===== src/rtl/loop_stack.sv =====
// Loop-address stack for a bracket-matching interpreter: holds loop-start addresses
// and tracks nesting depth while skipping forward over a loop body whose cell is zero.
module loop_stack #(
    parameter int WIDTH_ADDR   = 8,
    parameter int N_ENTRIES    = 16,
    parameter int SKIP_DEPTH_W = 8
) (
    input  logic                           clk_in,
    input  logic                           reset_in,
    input  logic                           push_in,
    input  logic                           pop_in,
    input  logic [WIDTH_ADDR-1:0]          data_in,
    output logic [WIDTH_ADDR-1:0]          data_out,
    output logic [$clog2(N_ENTRIES):0]     count_out,
    output logic                           empty_out,
    output logic                           full_out,
    input  logic                           skip_start_in,
    input  logic                           open_in,
    input  logic                           close_in,
    output logic                           skipping_out,
    output logic                           skip_done_out,
    input  logic                           clear_err_in,
    output logic                           overflow_out,
    output logic                           underflow_out
);

    localparam int PTR_W = $clog2(N_ENTRIES);
    localparam int CNT_W = PTR_W + 1;

    typedef enum logic {IDLE = 1'b0, SKIP = 1'b1} state_t;

    state_t                  state_q, state_d;
    logic [CNT_W-1:0]        count_q, count_d;
    logic [WIDTH_ADDR-1:0]   data_q, data_d;
    logic [SKIP_DEPTH_W-1:0] skip_q, skip_d;
    logic                    done_q, done_d;
    logic                    ovf_q, ovf_d;
    logic                    unf_q, unf_d;

    logic [WIDTH_ADDR-1:0]   mem [N_ENTRIES];
    logic                    wr_en;
    logic [PTR_W-1:0]        wr_addr;
    logic                    ovf_ev, unf_ev;
    logic                    is_full, is_empty;
    logic [CNT_W-1:0]        cnt_m1, cnt_m2;

    assign is_full  = (count_q == CNT_W'(N_ENTRIES));
    assign is_empty = (count_q == '0);
    assign cnt_m1   = count_q - CNT_W'(1);
    assign cnt_m2   = count_q - CNT_W'(2);

    // State register
    always_ff @(posedge clk_in or negedge reset_in) begin
        if (!reset_in) state_q <= IDLE;
        else           state_q <= state_d;
    end

    // Next-state logic: a lone ']' at depth zero closes the skipped loop
    always_comb begin
        state_d = state_q;
        case (state_q)
            IDLE: if (skip_start_in) state_d = SKIP;
            SKIP: if (close_in && !open_in && skip_q == '0) state_d = IDLE;
            default: state_d = IDLE;
        endcase
    end

    // Outputs decoded from state
    always_comb begin
        skipping_out = (state_q == SKIP);
    end

    always_comb begin
        count_d = count_q;
        data_d  = data_q;
        skip_d  = skip_q;
        done_d  = 1'b0;
        wr_en   = 1'b0;
        wr_addr = '0;
        ovf_ev  = 1'b0;
        unf_ev  = 1'b0;
        if (state_q == IDLE) begin
            if (skip_start_in) begin
                skip_d = '0;
            end else if (push_in && pop_in) begin
                // Replace-top; on an empty stack this degenerates to a plain push
                wr_en  = 1'b1;
                data_d = data_in;
                if (is_empty) begin
                    wr_addr = '0;
                    count_d = CNT_W'(1);
                end else begin
                    wr_addr = cnt_m1[PTR_W-1:0];
                end
            end else if (push_in) begin
                if (is_full) begin
                    ovf_ev = 1'b1;
                end else begin
                    wr_en   = 1'b1;
                    wr_addr = count_q[PTR_W-1:0];
                    count_d = count_q + CNT_W'(1);
                    data_d  = data_in;
                end
            end else if (pop_in) begin
                if (is_empty) begin
                    unf_ev = 1'b1;
                end else begin
                    count_d = cnt_m1;
                    data_d  = (count_q > CNT_W'(1)) ? mem[cnt_m2[PTR_W-1:0]] : '0;
                end
            end
        end else begin
            if (open_in && !close_in) begin
                if (&skip_q) ovf_ev = 1'b1;
                else         skip_d = skip_q + SKIP_DEPTH_W'(1);
            end else if (close_in && !open_in) begin
                if (skip_q != '0) skip_d = skip_q - SKIP_DEPTH_W'(1);
                else              done_d = 1'b1;
            end
        end
        // A fresh error in the clearing cycle keeps its flag set
        ovf_d = (ovf_q && !clear_err_in) || ovf_ev;
        unf_d = (unf_q && !clear_err_in) || unf_ev;
    end

    always_ff @(posedge clk_in or negedge reset_in) begin
        if (!reset_in) begin
            count_q <= '0;
            data_q  <= '0;
            skip_q  <= '0;
            done_q  <= 1'b0;
            ovf_q   <= 1'b0;
            unf_q   <= 1'b0;
        end else begin
            count_q <= count_d;
            data_q  <= data_d;
            skip_q  <= skip_d;
            done_q  <= done_d;
            ovf_q   <= ovf_d;
            unf_q   <= unf_d;
        end
    end

    // Storage is deliberately not reset; data_q masks stale contents when empty
    always_ff @(posedge clk_in) begin
        if (wr_en) mem[wr_addr] <= data_in;
    end

    assign data_out      = data_q;
    assign count_out     = count_q;
    assign empty_out     = is_empty;
    assign full_out      = is_full;
    assign skip_done_out = done_q;
    assign overflow_out  = ovf_q;
    assign underflow_out = unf_q;

endmodule


===== config.mk =====
export PLATFORM = sky130hd
export DESIGN_NAME = loop_stack
export DESIGN_NICKNAME = d
export VERILOG_FILES = /design/src/rtl/loop_stack.sv
export SDC_FILE = /design/constraint.sdc
export NUM_CORES = 1
export LEC_CHECK = 0
export ABC_AREA = 1
export BUFFER_PORTS_ARGS = -buffer_cell sky130_fd_sc_hd__buf_2
export CAP_MARGIN = 20
export CORE_ASPECT_RATIO = 1.25
export CORE_UTILIZATION = 55
export DETAILED_ROUTE_END_ITERATION = 8
export PLACE_DENSITY = 0.78
export SETUP_SLACK_MARGIN = 0.02
export SYNTH_ARGS = -nofsm -noshare
export SYNTH_HDL_FRONTEND = slang
export SYNTH_SLANG_ARGS = --single-unit

===== constraint.sdc =====
create_clock -name clk_in -period 7.2 [get_ports clk_in]
set_input_delay 1.44 -clock clk_in [delete_from_list [all_inputs] [get_ports clk_in]]
set_output_delay 1.44 -clock clk_in [all_outputs]
set_load 0.1 [all_outputs]

# ---- Word-level counts from Yosys, hierarchy flattened
# Memory sizes are Yosys's and may differ from the RTL's.
# Index checks and enable logic that the tools add are counted.
dict set report totals {
  regBits 25
  mem_bits_rw 128
  inputBits 16
  out_inout_bits 19
  wordCells 94
  mem_count 1
}
# memory words word_bits read_ports rd_ports_with_merged_regs wr line_no
set mem_list {}
lappend mem_list {mem 16 8 1 0 1 40} ;# logic [WIDTH_ADDR-1:0] mem [N_ENTRIES];
dict set report op_classes {
  n_addsub 5
  order_cmp 1
  n_eq_ne 7
  muxes 51
  bitwise_logic 2
  reduce_logical 20
}
# op count
set ops {}
lappend ops {{8-bit 2-to-1 mux} 12}
lappend ops {{5-bit 2-to-1 mux} 6}
lappend ops {{1-bit 2-to-1 mux} 26}
lappend ops {{4-bit 2-to-1 mux} 6}
lappend ops {{8-bit by 1-bit adder with 8-bit output (second input constant)} 1}
lappend ops {{8-bit logical NOT} 1}
lappend ops {{8-bit AND reduction} 1}
lappend ops {{8-bit nonzero test} 1}
lappend ops {{8-bit by 1-bit subtractor with 8-bit output (second input constant)} 1}
lappend ops {{1-bit logical AND} 6}
lappend ops {{3-bit by 1-bit != test with 1-bit output (second input constant)} 2}
lappend ops {{3-bit by 2-bit != test with 1-bit output (second input constant)} 2}
lappend ops {{6-bit AND reduction} 1}
lappend ops {{5-bit by 1-bit adder with 5-bit output (second input constant)} 1}
lappend ops {{5-bit equality test (second input constant)} 1}
lappend ops {{5-bit by 1-bit > comparator with 1-bit output (second input constant)} 1}
lappend ops {{5-bit logical NOT} 1}
lappend ops {{5-bit AND reduction} 1}
lappend ops {{5-bit by 1-bit subtractor with 5-bit output (second input constant)} 1}
lappend ops {{4-bit AND reduction} 1}
lappend ops {{4-bit by 2-bit subtractor with 4-bit output (second input constant)} 1}
lappend ops {{1-bit logical NOT} 3}
lappend ops {{3-bit != test (second input constant)} 1}
lappend ops {{3-bit nonzero test} 1}
lappend ops {{other kinds (5)} 7}

# ---- Longest topological paths before layout
# Gate-level depths: netlist (run 1).
dict set report depth {
  depth_word 8
  ltp_mapped 13
  ltp_nobuf 11
}

# ---- Worst setup path after synthesis (run 1)
# OpenSTA, ideal clock, no wires.
dict set report synth_timing {
  path_kind {reg2out}
  start {reg count_q[1] (netlist: count_out[1])}
  end {out full_out}
  t_arrival_ns 2.371
  t_required_ns 5.760
  slack_ns 3.389
  stages_incl_launch_ff 7
  path_cell_list {dfrtp_1 buf_2 clkinv_1 buf_2 ha_1 nand3_1 inv_1}
}
dict set report synth_between {
  elab_chain_len 1
}
# element line_no
set synth_rtl {}
lappend synth_rtl {{start, declared} 33} ;# logic [CNT_W-1:0] count_q, count_d;
lappend synth_rtl {{start signal, assigned} 135} ;# count_q <= count_d;
lappend synth_rtl {{5-bit equality test} 47} ;# assign is_full = (count_q == CNT_W'(N_ENTRIES));
lappend synth_rtl {{end, declared} 16} ;# output logic full_out,
# Every way passes these cells.

# ---- Worst setup path in the final report (run 1)
dict set report layout_timing {
  start {reg count_q[0] (netlist: count_out[0])}
  end {out empty_out}
}
dict set report layout_between {
  elab_chain_len 1
}
# element line_no
set layout_rtl {}
lappend layout_rtl {{5-bit logical NOT} 48} ;# assign is_empty = (count_q == '0);
lappend layout_rtl {{end, declared} 15} ;# output logic empty_out,
# Every way passes these cells.

==> results of run 1 <==
cell usage after synthesis (all sizes together) (2+ instances only):
cell	count	area share (%)
nand2	207	11
nand3	135	9.7
edfxtp	128	54
inv	58	3.1
nor2	48	3.2
dfrtp	25	8.8
a21oi	17	1.3
buf	16	1.2
ha	13	2.3
o21ai	11	1.1
clkbuf	10	0.55
xnor2	5	0.62
xor2	5	0.72
nor3	3	0.21
a21o	2	0.21
clkinv	2	0.11
nand4	2	0.18
o21bai	2	0.21
o31ai	2	0.21
cells in the final DEF (no fill, tap or decap), types with 7 or more instances in the layout:
cell,n
dfrtp_1,24
nor2_1,42
nand3_1,134
inv_2,7
ha_1,13
edfxtp_1,128
clkbuf_16,17
inv_1,51
buf_2,34
nand2_1,203
a21oi_1,16
cells by family (layout without fill, tap and decap cells):
kind of cell               Yosys count  count (layout)  share of synthesized area [%]
DFF                                153             153                           63.0
AOI/OAI and AO/OA                   38              38                           3.40
and+or+nand+nor                    398             398                           24.7
buffers and inverters               86             129                           4.96
adders and majority gates           14              14                           2.57
xor gates and xnor gates            10              10                           1.34
metrics by stage:
| stage | power [W] | worst slack (ps) | utilization, % | cell area, µm² |
|---|---|---|---|---|
| 2_1_floorplan | 0.00225 | 3390 | - | 7100 |
| 3_3_place_gp | 0.00251 | 3130 | 58.2 | 7370 |
| 3_5_place_dp | 0.00255 | 3050 | 58.2 | 7370 |
| 4_1_cts | 0.00337 | 2600 | 62.5 | 7920 |
| 5_1_grt | 0.00357 | 3000 | 62.7 | 7940 |
| 6_report | 0.00339 | 3200 | 62.7 | 7940 |
cell type report:
class	count	area [µm²]
clock buffers	18	429
well taps	168	210
flip-flops and latches	153	4470
multi-input cells	460	2270
inverters	60	225
fillers	1010	4720
clock inverters	14	124
repair buffers	37	205
report_power, final:
group | internal, W | switching [W] | leakage [nW]
registers | 0.00102 | 0.0000647 | 1.45
clock network | 0.000477 | 0.000350 | 0.262
logic | 0.000397 | 0.00108 | 1.56
total | 0.00190 | 0.00149 | 3.27
state kept, by name, indices dropped and copies added (netlist names):
signal	flops
mem	128
data_out	8
skip_q	8
count_out	5
overflow_out	1
skip_done_out	1
skipping_out	1
underflow_out	1
per-layer routing:
layer  global-route usage (%)  vias to the layer above  wire length [µm]
met2                     42.0                      209              7690
li1                         -                     2429                 -
met5                        0                        -                 0
met3                     3.90                       44               937
met4                     15.0                        0               644
met1                     31.5                     2367              6370
worst min-delay path by stage:
stage / slack, ps / end / depth (start not counted)
after floorplan: 470 / skip_q[0] / 2
after global placement: 470 / overflow_out / 2
after detailed placement: 470 / overflow_out / 2
after CTS: 490 / overflow_out / 2
after global routing: 540 / skip_q[4] / 2
final: 490 / overflow_out / 2
critical path, delay by kind of cell (launching register included):
| family | cells | cell delay, ps |
|---|---|---|
| adder cells (fa/ha/maj) | 1 | 360 |
| buffers and inverters | 3 | 1270 |
| flip-flops | 1 | 400 |
| AND/OR/NAND/NOR | 1 | 110 |
==> flow_metrics.py, run 1 <==
metrics = {
    "run_status": {
        "outcome": "finished clean",
    },
    "synthesis": {
        "yosysWarnings": 0,
        "netlist_instances": 699,
        "syn_nets": 729,
        "synth_edf_count": 128,
        "syn_avg_cell_area_um2": 10.2,
        "yosysSeqAreaShare_pct": 63.0,
        "synthArstFlopShare_pct": 16.3,
        "ys_seq_elements": 153,
        "yosysUniqueCellTypes": 41,
        "synthFlopType": "edfxtp_1",
        "syn-cell-area_um2": 7100,
    },
    "setup_path": {
        "cp-startpoint": "count_out[0]",
        "critical_path_required_ps": 5760,
        "r2r-end": "mem[14][1]",
        "cp-endpoint": "empty_out",
        "cp_slowest_cell": "inv_2",
        "cp-end-kind": "output port",
        "reg2reg_from": "count_out[0]",
        "critPathKind": "reg -> out",
        "ff2ff_path_depth": 7,
        "reg2reg_slack_ps": 3780,
        "slowest_delay_ps": 740,
        "crit_chain": "inv_2, ha_1, nand3_4, inv_2, buf_2",
        "cp_common_cell": "inv_2",
        "cp-start-kind": "flip-flop",
        "critPathMaxFanout": 68,
        "critPathArrivalTime_ps": 2560,
    },
    "timing": {
        "setup_violations": 0,
        "fin_skew_ps": 8.99,
        "fmax_mhz": 250,
        "fin_crit_sh_pct": 55.6,
        "worst_pin_slew_ps": 1030,
        "slew_violations": 0,
        "hold_ws_ps": 487,
        "maxSlewHeadroom_pct": 31.4,
        "rsz0062_at_grt": "no",
        "post-route-min-period_ps": 4000,
        "fin_tns_setup_ps": 0,
        "finalHoldViolCount": 0,
    },
    "clock_network": {
        "path_clk_slew_ps": 60,
        "cts-buffers-inserted": 17,
        "cts_tree": "done",
        "holdBufCountCts": 0,
        "clkLatencyLatePin_ps": 420,
        "h-tree-depth": 4,
        "post_cts_buffers": 0,
        "clock-sinks": 153,
        "cts-root-buf": "clkbuf_16",
        "cts.path.max_buffers": 2,
        "cts_resized": 0,
    },
    "grt": {
        "track_usage_pct": 25.2,
        "grt_max_degree": 71,
        "gr-total-overflow": 0,
        "antenna_found_initial": 0,
        "grt_pass1_vias": 4849,
        "grt_pass1_wl_um": 25200,
    },
    "power_and_ir_drop": {
        "vdd_drop_max_mv": 0.331,
        "p_per_area_nw_per_um2": 427,
        "p_leak_nw": 3.27,
    },
    "die": {
        "die_w_um": 104,
        "fp.dieH_um": 129,
        "rows": 46,
        "ioPinCount": 35,
        "core_um2": 12700,
        "die_area_um2": 13400,
        "initial_core_util_pct": 56.0,
    },
    "routing": {
        "wirelength_um": 15600,
        "drt_iter0_drc": 423,
        "first_pass_iters": 5,
        "antenna_left": 0,
        "routed_via_density": 5.55,
        "num_vias": 5049,
        "wl_per_cell_um": 17.2,
        "drc": 0,
    },
    "layout": {
        "layout.cells.non_filler": 910,
        "syn2layout_area_growth_pct": 11.9,
        "num_antenna_cells": 0,
        "drive_above_1_share_pct": 12.0,
        "fin_nets": 759,
    },
    "placement": {
        "portBuffers": 34,
        "gp_congestion": 0.947,
        "dp.final_hpwl_um": 10400,
        "dp.cells": 877,
    },
    "min_path": {
        "hold_class": "reg -> reg",
        "worstHoldStart": "overflow_out",
    },
    "flow_run": {
        "drv.max_cap_violation_count": 0,
    },
}
(Power assumes the default switching activity.)
==> run 2, diff against run 1 <==
--- a/config.mk
+++ b/config.mk
@@ -11,7 +11,7 @@
 export CORE_ASPECT_RATIO = 1.25
 export CORE_UTILIZATION = 55
 export DETAILED_ROUTE_END_ITERATION = 8
-export PLACE_DENSITY = 0.78
+export PLACE_DENSITY = 0.81
 export SETUP_SLACK_MARGIN = 0.02
 export SYNTH_ARGS = -nofsm -noshare
 export SYNTH_HDL_FRONTEND = slang
==> constraint.sdc (replaced) <==
create_clock -name clk_in -period 3.5 [get_ports clk_in]
set_input_delay 0.7 -clock clk_in [delete_from_list [all_inputs] [get_ports clk_in]]
set_output_delay 0.7 -clock clk_in [all_outputs]
set_load 0.1 [all_outputs]
==> run 2 against run 1 <==
Die area unchanged. Worst hold slack worse by 220 ps. Via count up 3.0%. Worst setup slack worse by 2600 ps. Clock power up 150%. Combinational power up 110%. Core utilization up 0.84 points. Sequential cell count unchanged. First-iteration DRC count up 33%. Critical path depth up 4. Count of clock-buffer cells in the layout up 2. Final area up 1.3%. Largest cell class unchanged. Largest power group unchanged. Highest routed layer unchanged.
==> flow_metrics.py, run 2 (synthesis gave the netlist of run 1 again) <==
metrics = {
    "run_status": {
        "outcome": "finished clean",
    },
    "grt": {
        "grt_pass1_wl_um": 26300,
        "grt_pass1_vias": 5132,
        "gr-total-overflow": 0,
        "grt_max_degree": 70,
        "track_usage_pct": 26.5,
        "antenna_found_initial": 0,
    },
    "die": {
        "die_area_um2": 13400,
        "rows": 46,
        "ioPinCount": 35,
        "core_um2": 12700,
        "die_w_um": 104,
        "fp.dieH_um": 129,
        "initial_core_util_pct": 56.0,
    },
    "timing": {
        "rsz0062_at_grt": "no",
        "maxSlewHeadroom_pct": 54.6,
        "setup_violations": 0,
        "hold_ws_ps": 265,
        "slew_violations": 0,
        "finalHoldViolCount": 0,
        "fin_crit_sh_pct": 83.0,
        "fin_tns_setup_ps": 0,
        "fin_skew_ps": 10.0,
        "post-route-min-period_ps": 2900,
        "worst_pin_slew_ps": 681,
        "fmax_mhz": 344,
    },
    "layout": {
        "multi_input_area_um2": 2270,
        "layout.cells.non_filler": 912,
        "drive_above_1_share_pct": 12.1,
        "finish.instance_area_um2": 8050,
        "layout_common_cells": "nand2_1, nand3_1, edfxtp_1",
        "final_common_cell": "nand2_1",
        "ff_latch_area_um2": 4470,
        "regMostFlops": "mem",
        "syn2layout_area_growth_pct": 13.4,
        "num_antenna_cells": 0,
        "fin_nets": 761,
        "largest_reg_flops": 128,
        "nFillCells": 950,
    },
    "routing": {
        "num_vias": 5201,
        "first_pass_iters": 5,
        "wl_per_cell_um": 18.3,
        "antenna_left": 0,
        "drt_iter0_drc": 564,
        "drc": 0,
        "routed_via_density": 5.70,
        "wirelength_um": 16700,
    },
    "clock_network": {
        "post_cts_buffers": 0,
        "path_clk_slew_ps": 60,
        "holdBufCountCts": 0,
        "clock-sinks": 153,
        "clkLatencyLatePin_ps": 430,
        "cts-root-buf": "clkbuf_16",
        "cts_resized": 0,
        "cts.path.max_buffers": 2,
        "cts-buffers-inserted": 17,
        "cts_tree": "done",
        "h-tree-depth": 4,
    },
    "power_and_ir_drop": {
        "p_per_area_nw_per_um2": 913,
        "p_total_w": 0.00734,
        "p_leak_nw": 3.32,
        "vdd_drop_max_mv": 0.598,
    },
    "setup_path": {
        "cp-end-kind": "flip-flop",
        "critPathArrivalTime_ps": 2960,
        "reg2reg_from": "count_out[1]",
        "critPathMaxFanout": 22,
        "reg2reg_slack_ps": 600,
        "cp-startpoint": "count_out[1]",
        "critical_path_required_ps": 3560,
        "cp-start-kind": "flip-flop",
        "critPathKind": "reg -> reg",
    },
    "placement": {
        "place_area_um2": 7390,
        "dp.cells": 880,
        "dp.final_hpwl_um": 10700,
        "portBuffers": 34,
        "gp_congestion": 0.932,
    },
    "flow_run": {
        "drv.max_cap_violation_count": 0,
    },
    "min_path": {
        "hold_class": "in -> async",
    },
}
## run 2: path summary, 6_finish.rpt
check,depth (start not counted),end
setup / recovery,9,mem[13][5]
hold / removal,1,count_out[2]
setup reg to reg,9,mem[13][5]
hold reg to reg,2,overflow_out
max in group asynchronous,1,count_out[0]
min in group clk_in,2,overflow_out
## run 2: layer usage
layer / wire length [µm] / up-vias / track usage [%]
met1: 6520 / 2466 / 31.7
li1: - / 2424 / -
met3: 1090 / 59 / 5.22
met2: 8380 / 252 / 45.3
met5: 0 / - / 0
met4: 714 / 0 / 15.3
## run 2: critical path, cell delays in order, from the launching register on
cell and delay, ps:
dfrtp_1 380, clkinv_1 80, buf_4 260, ha_1 220, inv_1 60, nor2_2 170
a21oi_1 140, o21ai_1 340, nand3_1 290, nor2_1 600
## run 2: final cells by class
cell class | count | share of cell area [%]
Clock buffer | 20 | 5.43
Clock inverter | 12 | 2.74
Tap cell | 168 | 2.61
Inverter | 60 | 2.80
Sequential cell | 153 | 55.6
Timing Repair Buffer | 39 | 2.58
Multi-Input combinational cell | 460 | 28.3
## run 2: per-stage QoR
stage	utilization, %	worst slack [ps]
after detailed placement	58.3	651
after CTS	63.5	656
final	63.5	595
after global routing	63.5	422
after floorplan	-	177
after global placement	58.3	768
## run 2: report_power, final
group | internal [W] | total (W) | switching (W) | leakage (nW)
Clock | 0.00134 | 0.00204 | 0.000708 | 0.310
Combinational | 0.000812 | 0.00305 | 0.00224 | 1.56
Sequential | 0.00211 | 0.00225 | 0.000139 | 1.45
Total | 0.00425 | 0.00734 | 0.00309 | 3.32
